$ cat src/rtl/flash_arb_pkg.sv
// rtl/flash_arb_pkg.sv - shared types, widths and byte-lane helper for the flash byte arbiter
package flash_arb_pkg;

    localparam int FLASH_AW = 23;
    localparam int BYTE_AW  = 25;

    typedef enum logic [1:0] {
        IDLE,
        WAIT,
        CAPTURE,
        RESP
    } arb_state_t;

    function automatic logic [7:0] lane_sel(input logic [31:0] word, input logic [1:0] lane);
        logic [7:0] b;
        b = word[{lane, 3'b000} +: 8];
        return b;
    endfunction

endpackage

$ cat src/rtl/flash_byte_arbiter_cache.sv
// rtl/flash_byte_arbiter_cache.sv - one-entry flash word cache (flash_word_cache), used under FLASH_WORD_CACHE_EN
module flash_word_cache
    import flash_arb_pkg::*;
(
    input  logic                clk,
    input  logic                rst_n,
    input  logic                fill,
    input  logic [FLASH_AW-1:0] fill_tag,
    input  logic [31:0]         fill_word,
    input  logic [FLASH_AW-1:0] lookup_tag,
    output logic                hit,
    output logic [31:0]         word
);

    logic                valid;
    logic [FLASH_AW-1:0] tag;

    always_ff @(posedge clk or negedge rst_n) begin
        if (!rst_n) begin
            valid <= 1'b0;
            tag   <= '0;
            word  <= '0;
        end else if (fill) begin
            valid <= 1'b1;
            tag   <= fill_tag;
            word  <= fill_word;
        end
    end

    assign hit = valid && (tag == lookup_tag);

endmodule

$ cat src/rtl/flash_byte_arbiter.sv
// rtl/flash_byte_arbiter.sv - round-robin byte reader sharing one fixed-latency flash port; FLASH_WORD_CACHE_EN adds a one-word cache
module flash_byte_arbiter
    import flash_arb_pkg::*;
#(
    parameter int LATENCY = 1
) (
    input  logic                clk,
    input  logic                rst_n,
    input  logic                req0,
    input  logic                req1,
    input  logic [BYTE_AW-1:0]  byte_addr0,
    input  logic [BYTE_AW-1:0]  byte_addr1,
    output logic                ack0,
    output logic                ack1,
    output logic [7:0]          data0,
    output logic [7:0]          data1,
    output logic [FLASH_AW-1:0] flash_address,
    output logic                flash_read,
    input  logic [31:0]         flash_q
);

    localparam int CW = $clog2(LATENCY + 1);

    arb_state_t         state, state_nxt;
    logic               grant;
    logic               last_grant;
    logic [1:0]         lane;
    logic [CW-1:0]      cnt;
    logic               any_req;
    logic               pick;
    logic [BYTE_AW-1:0] pick_addr;
    logic               cache_hit;
    logic [7:0]         hit_byte;

    // A tie goes to whichever requester was not served last
    always_comb begin
        pick = 1'b0;
        if (req0 && req1) begin
            pick = ~last_grant;
        end else if (req1) begin
            pick = 1'b1;
        end
    end

    assign any_req   = req0 | req1;
    assign pick_addr = pick ? byte_addr1 : byte_addr0;

`ifdef FLASH_WORD_CACHE_EN
    logic [31:0] cache_word;

    flash_word_cache u_cache (
        .clk        (clk),
        .rst_n      (rst_n),
        .fill       (state == CAPTURE),
        .fill_tag   (flash_address),
        .fill_word  (flash_q),
        .lookup_tag (pick_addr[BYTE_AW-1:2]),
        .hit        (cache_hit),
        .word       (cache_word)
    );

    assign hit_byte = lane_sel(cache_word, pick_addr[1:0]);
`else
    assign cache_hit = 1'b0;
    assign hit_byte  = 8'h00;
`endif

    always_ff @(posedge clk or negedge rst_n) begin
        if (!rst_n) begin
            state <= IDLE;
        end else begin
            state <= state_nxt;
        end
    end

    always_comb begin
        state_nxt = state;
        case (state)
            IDLE: begin
                if (any_req) begin
                    state_nxt = cache_hit ? RESP : WAIT;
                end
            end
            WAIT: begin
                if (cnt <= CW'(1)) begin
                    state_nxt = CAPTURE;
                end
            end
            CAPTURE: state_nxt = RESP;
            RESP:    state_nxt = IDLE;
            default: state_nxt = IDLE;
        endcase
    end

    always_comb begin
        ack0 = (state == RESP) && !grant;
        ack1 = (state == RESP) && grant;
    end

    always_ff @(posedge clk or negedge rst_n) begin
        if (!rst_n) begin
            grant         <= 1'b0;
            last_grant    <= 1'b1;
            lane          <= 2'd0;
            cnt           <= '0;
            flash_address <= '0;
            flash_read    <= 1'b0;
            data0         <= 8'h00;
            data1         <= 8'h00;
        end else begin
            case (state)
                IDLE: begin
                    if (any_req) begin
                        grant         <= pick;
                        last_grant    <= pick;
                        lane          <= pick_addr[1:0];
                        flash_address <= pick_addr[BYTE_AW-1:2];
                        if (cache_hit) begin
                            if (pick) begin
                                data1 <= hit_byte;
                            end else begin
                                data0 <= hit_byte;
                            end
                        end else begin
                            cnt        <= CW'(LATENCY);
                            flash_read <= 1'b1;
                        end
                    end
                end
                WAIT: begin
                    cnt <= cnt - CW'(1);
                end
                CAPTURE: begin
                    if (grant) begin
                        data1 <= lane_sel(flash_q, lane);
                    end else begin
                        data0 <= lane_sel(flash_q, lane);
                    end
                    flash_read <= 1'b0;
                end
                default: ;
            endcase
        end
    end

endmodule

$ cat config.mk
export PLATFORM = sky130hd
export DESIGN_NAME = flash_byte_arbiter
export DESIGN_NICKNAME = d
export VERILOG_FILES = /design/src/rtl/flash_arb_pkg.sv /design/src/rtl/flash_byte_arbiter_cache.sv /design/src/rtl/flash_byte_arbiter.sv
export SDC_FILE = /design/constraint.sdc
export NUM_CORES = 1
export LEC_CHECK = 0
export ABC_AREA = 1
export CORE_MARGIN = 8
export CORE_UTILIZATION = 35
export CTS_CLUSTER_SIZE = 14
export DETAILED_ROUTE_END_ITERATION = 6
export GPL_ROUTABILITY_DRIVEN = 0
export PLACE_DENSITY_LB_ADDON = 0.2
export SLEW_MARGIN = 20
export SYNTH_ARGS = -nofsm -noshare
export SYNTH_HDL_FRONTEND = slang
export SYNTH_SLANG_ARGS = --single-unit
$ cat constraint.sdc
create_clock -name clk -period 1.35 [get_ports clk]
set_input_delay 0.2025 -clock clk [delete_from_list [all_inputs] [get_ports clk]]
set_output_delay 0.2025 -clock clk [all_outputs]
set_load 0.03 [all_outputs]
==> impl_metrics.tcl <==
set metrics [dict create \
    grt.met1_usage_pct 19.66 \
    globalRoute.totalOverflow 0 \
    count_of_tritonroute_iterations_in_the_first_routing_pass 4 \
    timing.final.hold_violations 0 \
    initialDrtViolationCount 90 \
    timing_max_transition_violations_final 0 \
    clock_tree.root_cell "sky130_fd_sc_hd__clkbuf_8" \
    outcome "finished with violations" \
    layout-area-overhead-vs-synth_pct 62.72 \
    post-synth-top-area-fraction_pct 43.69 \
    maximum_number_of_pins_on_one_net_before_global_route_repair 26 \
    post-route-period-util_pct 102.8 \
    synthCells 344 \
    worst-r2r-cell-count 6 \
    grt_pass1_vias 2788 \
    cp_common_cell "sky130_fd_sc_hd__buf_6" \
    clock_tree.buffer_depth 2 \
    fin_util_pct 58.45 \
    post-route-drc-count 0 \
    drt-wirelength-per-cell_um 14.41 \
    synth_area_um2 2577 \
    worst_ep_required_time_ps 1150 \
    clkSinkCount 46 \
    leakage_nw 2.135 \
    timing.critical_path.slowest_stage_cell "sky130_fd_sc_hd__dfrtp_1" \
    cp-start-kind "register" \
    htree_num_levels 2 \
    fin_setup_tns_ps -73.64 \
    async_reset_ff_share_pct 100.0 \
    setup_slack_on_the_worst_flop_to_flop_path_ps 20 \
    synthesized_netlist_net_count 435 \
    seq_total_area_yosys_pct 44.71 \
    cts_inserted_buffers 5 \
    diodes 0 \
    flip_flop_and_latch_count_after_synthesis 46 \
    groute.usage.overall_pct 16.15 \
    worstHoldPathType "input pin to async pin" \
    routed_via_density 4.623 \
    max_slew_headroom_at_the_worst_pin_pct 76.69 \
    met2_grt_util_pct 25.75 \
    total_nets_final 575 \
    synth_most_common_cell "sky130_fd_sc_hd__nand2_1" \
    critPathMaxStageDelay_ps 390 \
    post-layout-total-power_mw 8.756 \
    endpoint_kind "output port" \
    tritoncts "yes" \
    initial_antenna_violation_count 0 \
    num_rows 31 \
    cap_viol_max_count 0 \
    synth_top_area_cell "sky130_fd_sc_hd__dfrtp_1" \
    chipHeight_um 101.8 \
    number_of_routed_nets_with_antenna_violations 0 \
    skew_ps 3.424 \
    timing_worst_slew_pin_value_ps 351.0 \
    synth_ff_type "sky130_fd_sc_hd__dfrtp_1" \
    synthTopCellsByCount "149 x sky130_fd_sc_hd__nand2_1, 58 x sky130_fd_sc_hd__nand3_1, 45 x sky130_fd_sc_hd__dfrtp_1, 33 x sky130_fd_sc_hd__inv_1, 25 x sky130_fd_sc_hd__nand3b_1" \
    die_width_um 101.8 \
    clk_transition_reported_paths_ps 90 \
    period_minus_slack_ps 1387 \
    dpl.hpwl_mm 6.521 \
    ys_warn_count 0 \
    finalWirelength_mm 8.413 \
    grt_pass1_wl_mm 13.30 \
    edff_count_synth 0 \
    rsz0062_at_grt "true" \
    ir_worst_vdd_mv 0.8605 \
    post_synth_main_area_contributors "sky130_fd_sc_hd__dfrtp_1 44%, sky130_fd_sc_hd__nand2_1 22%, sky130_fd_sc_hd__nand3_1 11%, sky130_fd_sc_hd__nand3b_1 7.3%, sky130_fd_sc_hd__inv_1 4.8%" \
    timing.fmax_ghz 0.7209 \
    failed_checks "setup timing" \
    critPathArrivalTime_ps 1180 \
    global_route.usage.met3_pct 6.812 \
    yosys.cell_types.count 18 \
    avgSynthCellArea_um2 7.493 \
    setup_ws_ps -37.16 \
    path_cells "buf_6, ha_4, inv_2, nor2_2, buf_6" \
    initial_core_utilization_pct 35.92 \
    port_buffers 127 \
    r2r_end "flash_address[7]" \
    crit_path_max_fanout 2 \
    setup-violations-final 2 \
    clkLatencyLatePin_ps 300 \
    critPathLaunch "state[1]" \
    grt-busiest-layer "met2" \
    core_area_um2 7176 \
    power_density_nw_per_um2 2088 \
    path_class "register to output port" \
    final_layout_size_suffix_gt1_share_pct 12.58 \
    vias 2700 \
    worstSetupEndpoint "ack0" \
    rr_startpoint "state[0]" \
    die-area_um2 10370 \
    floorplan.io_pins 128 \
]
what timing repair did:
action,CTS,global route
hold buffers,1,0
gates resized for setup,47,26
setup buffers,1,0
cloned,0,1
pin swaps,0,1
setup endpoints to repair,65,46
endpoints found under the hold margin,6,0
state kept, by name, summed over array words and instances (netlist names):
name	cells
state	2
flash_address	23
grant	1
flash_read	1
last_grant	1
data0	8
data1	8
lane	2
logic make-up after synthesis:
family                   share of synthesized area, %
buffers and inverters                           9.514
AND/OR/NAND/NOR                                 41.65
AO/OA/AOI/OAI                                   1.699
adder cells (fa/ha/maj)                         2.427
flip-flops                                      44.71
worst min-delay path by stage:
stage	from	to	slack, ps	cells past startpoint
5_1_grt	rst_n	state[0]	290	2
4_1_cts	rst_n	flash_read	280	2
6_report	rst_n	state[0]	280	2
3_3_place_gp	rst_n	flash_read	50	1
2_1_floorplan	rst_n	data0[0]	-90	0
3_5_place_dp	rst_n	state[0]	60	1
stage by stage:
| stage | hold WS [ps] | instances | worst slack (ps) | cell area, um^2 |
|---|---|---|---|---|
| detailed placement | 57.50 | 573 | -166.7 | 4004 |
| CTS | 278.1 | 583 | -92.29 | 4093 |
| floorplan | -93.09 | 344 | 38.81 | 2577 |
| global placement | 52.48 | 573 | -127.5 | 4004 |
| global route | 285.9 | 584 | -104.6 | 4194 |
| finish | 281.6 | 584 | -37.16 | 4194 |
cell usage in the layout, fill, tap and decap left out:
cell	count
sky130_fd_sc_hd__clkbuf_8	6
sky130_fd_sc_hd__o211ai_1	1
sky130_fd_sc_hd__clkinv_4	1
sky130_fd_sc_hd__dfstp_2	1
sky130_fd_sc_hd__buf_4	16
sky130_fd_sc_hd__nand3_1	50
sky130_fd_sc_hd__nand3_2	7
sky130_fd_sc_hd__dlygate4sd3_1	1
sky130_fd_sc_hd__clkdlybuf4s50_1	84
sky130_fd_sc_hd__inv_1	28
sky130_fd_sc_hd__ha_4	2
sky130_fd_sc_hd__nand3_4	1
sky130_fd_sc_hd__o21ai_0	4
sky130_fd_sc_hd__nand2_2	4
sky130_fd_sc_hd__nand2_4	2
sky130_fd_sc_hd__nand2_1	145
sky130_fd_sc_hd__buf_2	1
sky130_fd_sc_hd__clkinv_2	1
sky130_fd_sc_hd__buf_12	2
sky130_fd_sc_hd__dlygate4sd2_1	38
sky130_fd_sc_hd__inv_2	5
sky130_fd_sc_hd__clkinvlp_4	1
sky130_fd_sc_hd__nor2_2	1
sky130_fd_sc_hd__inv_4	2
sky130_fd_sc_hd__nor2_1	1
sky130_fd_sc_hd__nand3b_1	25
sky130_fd_sc_hd__ha_1	2
sky130_fd_sc_hd__nor2_4	1
sky130_fd_sc_hd__dfrtp_1	45
sky130_fd_sc_hd__ha_2	1
sky130_fd_sc_hd__o21ai_4	1
sky130_fd_sc_hd__buf_6	5
critical path: cells and delay by family (launching register included):
kind | cells | cell delay (ps)
buffers and inverters | 3 | 310
adder cells (fa/ha/maj) | 1 | 150
flip-flops | 1 | 390
AND/OR/NAND/NOR | 1 | 30
power by group:
| part | switching [mW] | total (mW) | internal [mW] |
|---|---|---|---|
| Clock | 0.475 | 0.887 | 0.412 |
| Sequential | 0.415 | 2.51 | 2.10 |
| Combinational | 3.38 | 5.36 | 1.98 |
final cells by class:
type	count	area, um^2
Multi-Input combinational cell	248	1272
Sequential cell	46	1152
Timing Repair inverter	1	6.256
Timing Repair Buffer	147	1405
Inverter	35	138.9
Clock buffer	6	82.58
Tap cell	99	123.9
Fill cell	688	2982
Clock inverter	2	12.51
metal layers:
metal	share of wire (%)	vias up
li1	-	1364
met1	43	1220
met2	44	110
met3	12	6
met4	0.89	0
met5	0	-
Note: power is estimated with default switching activity, not from simulation.
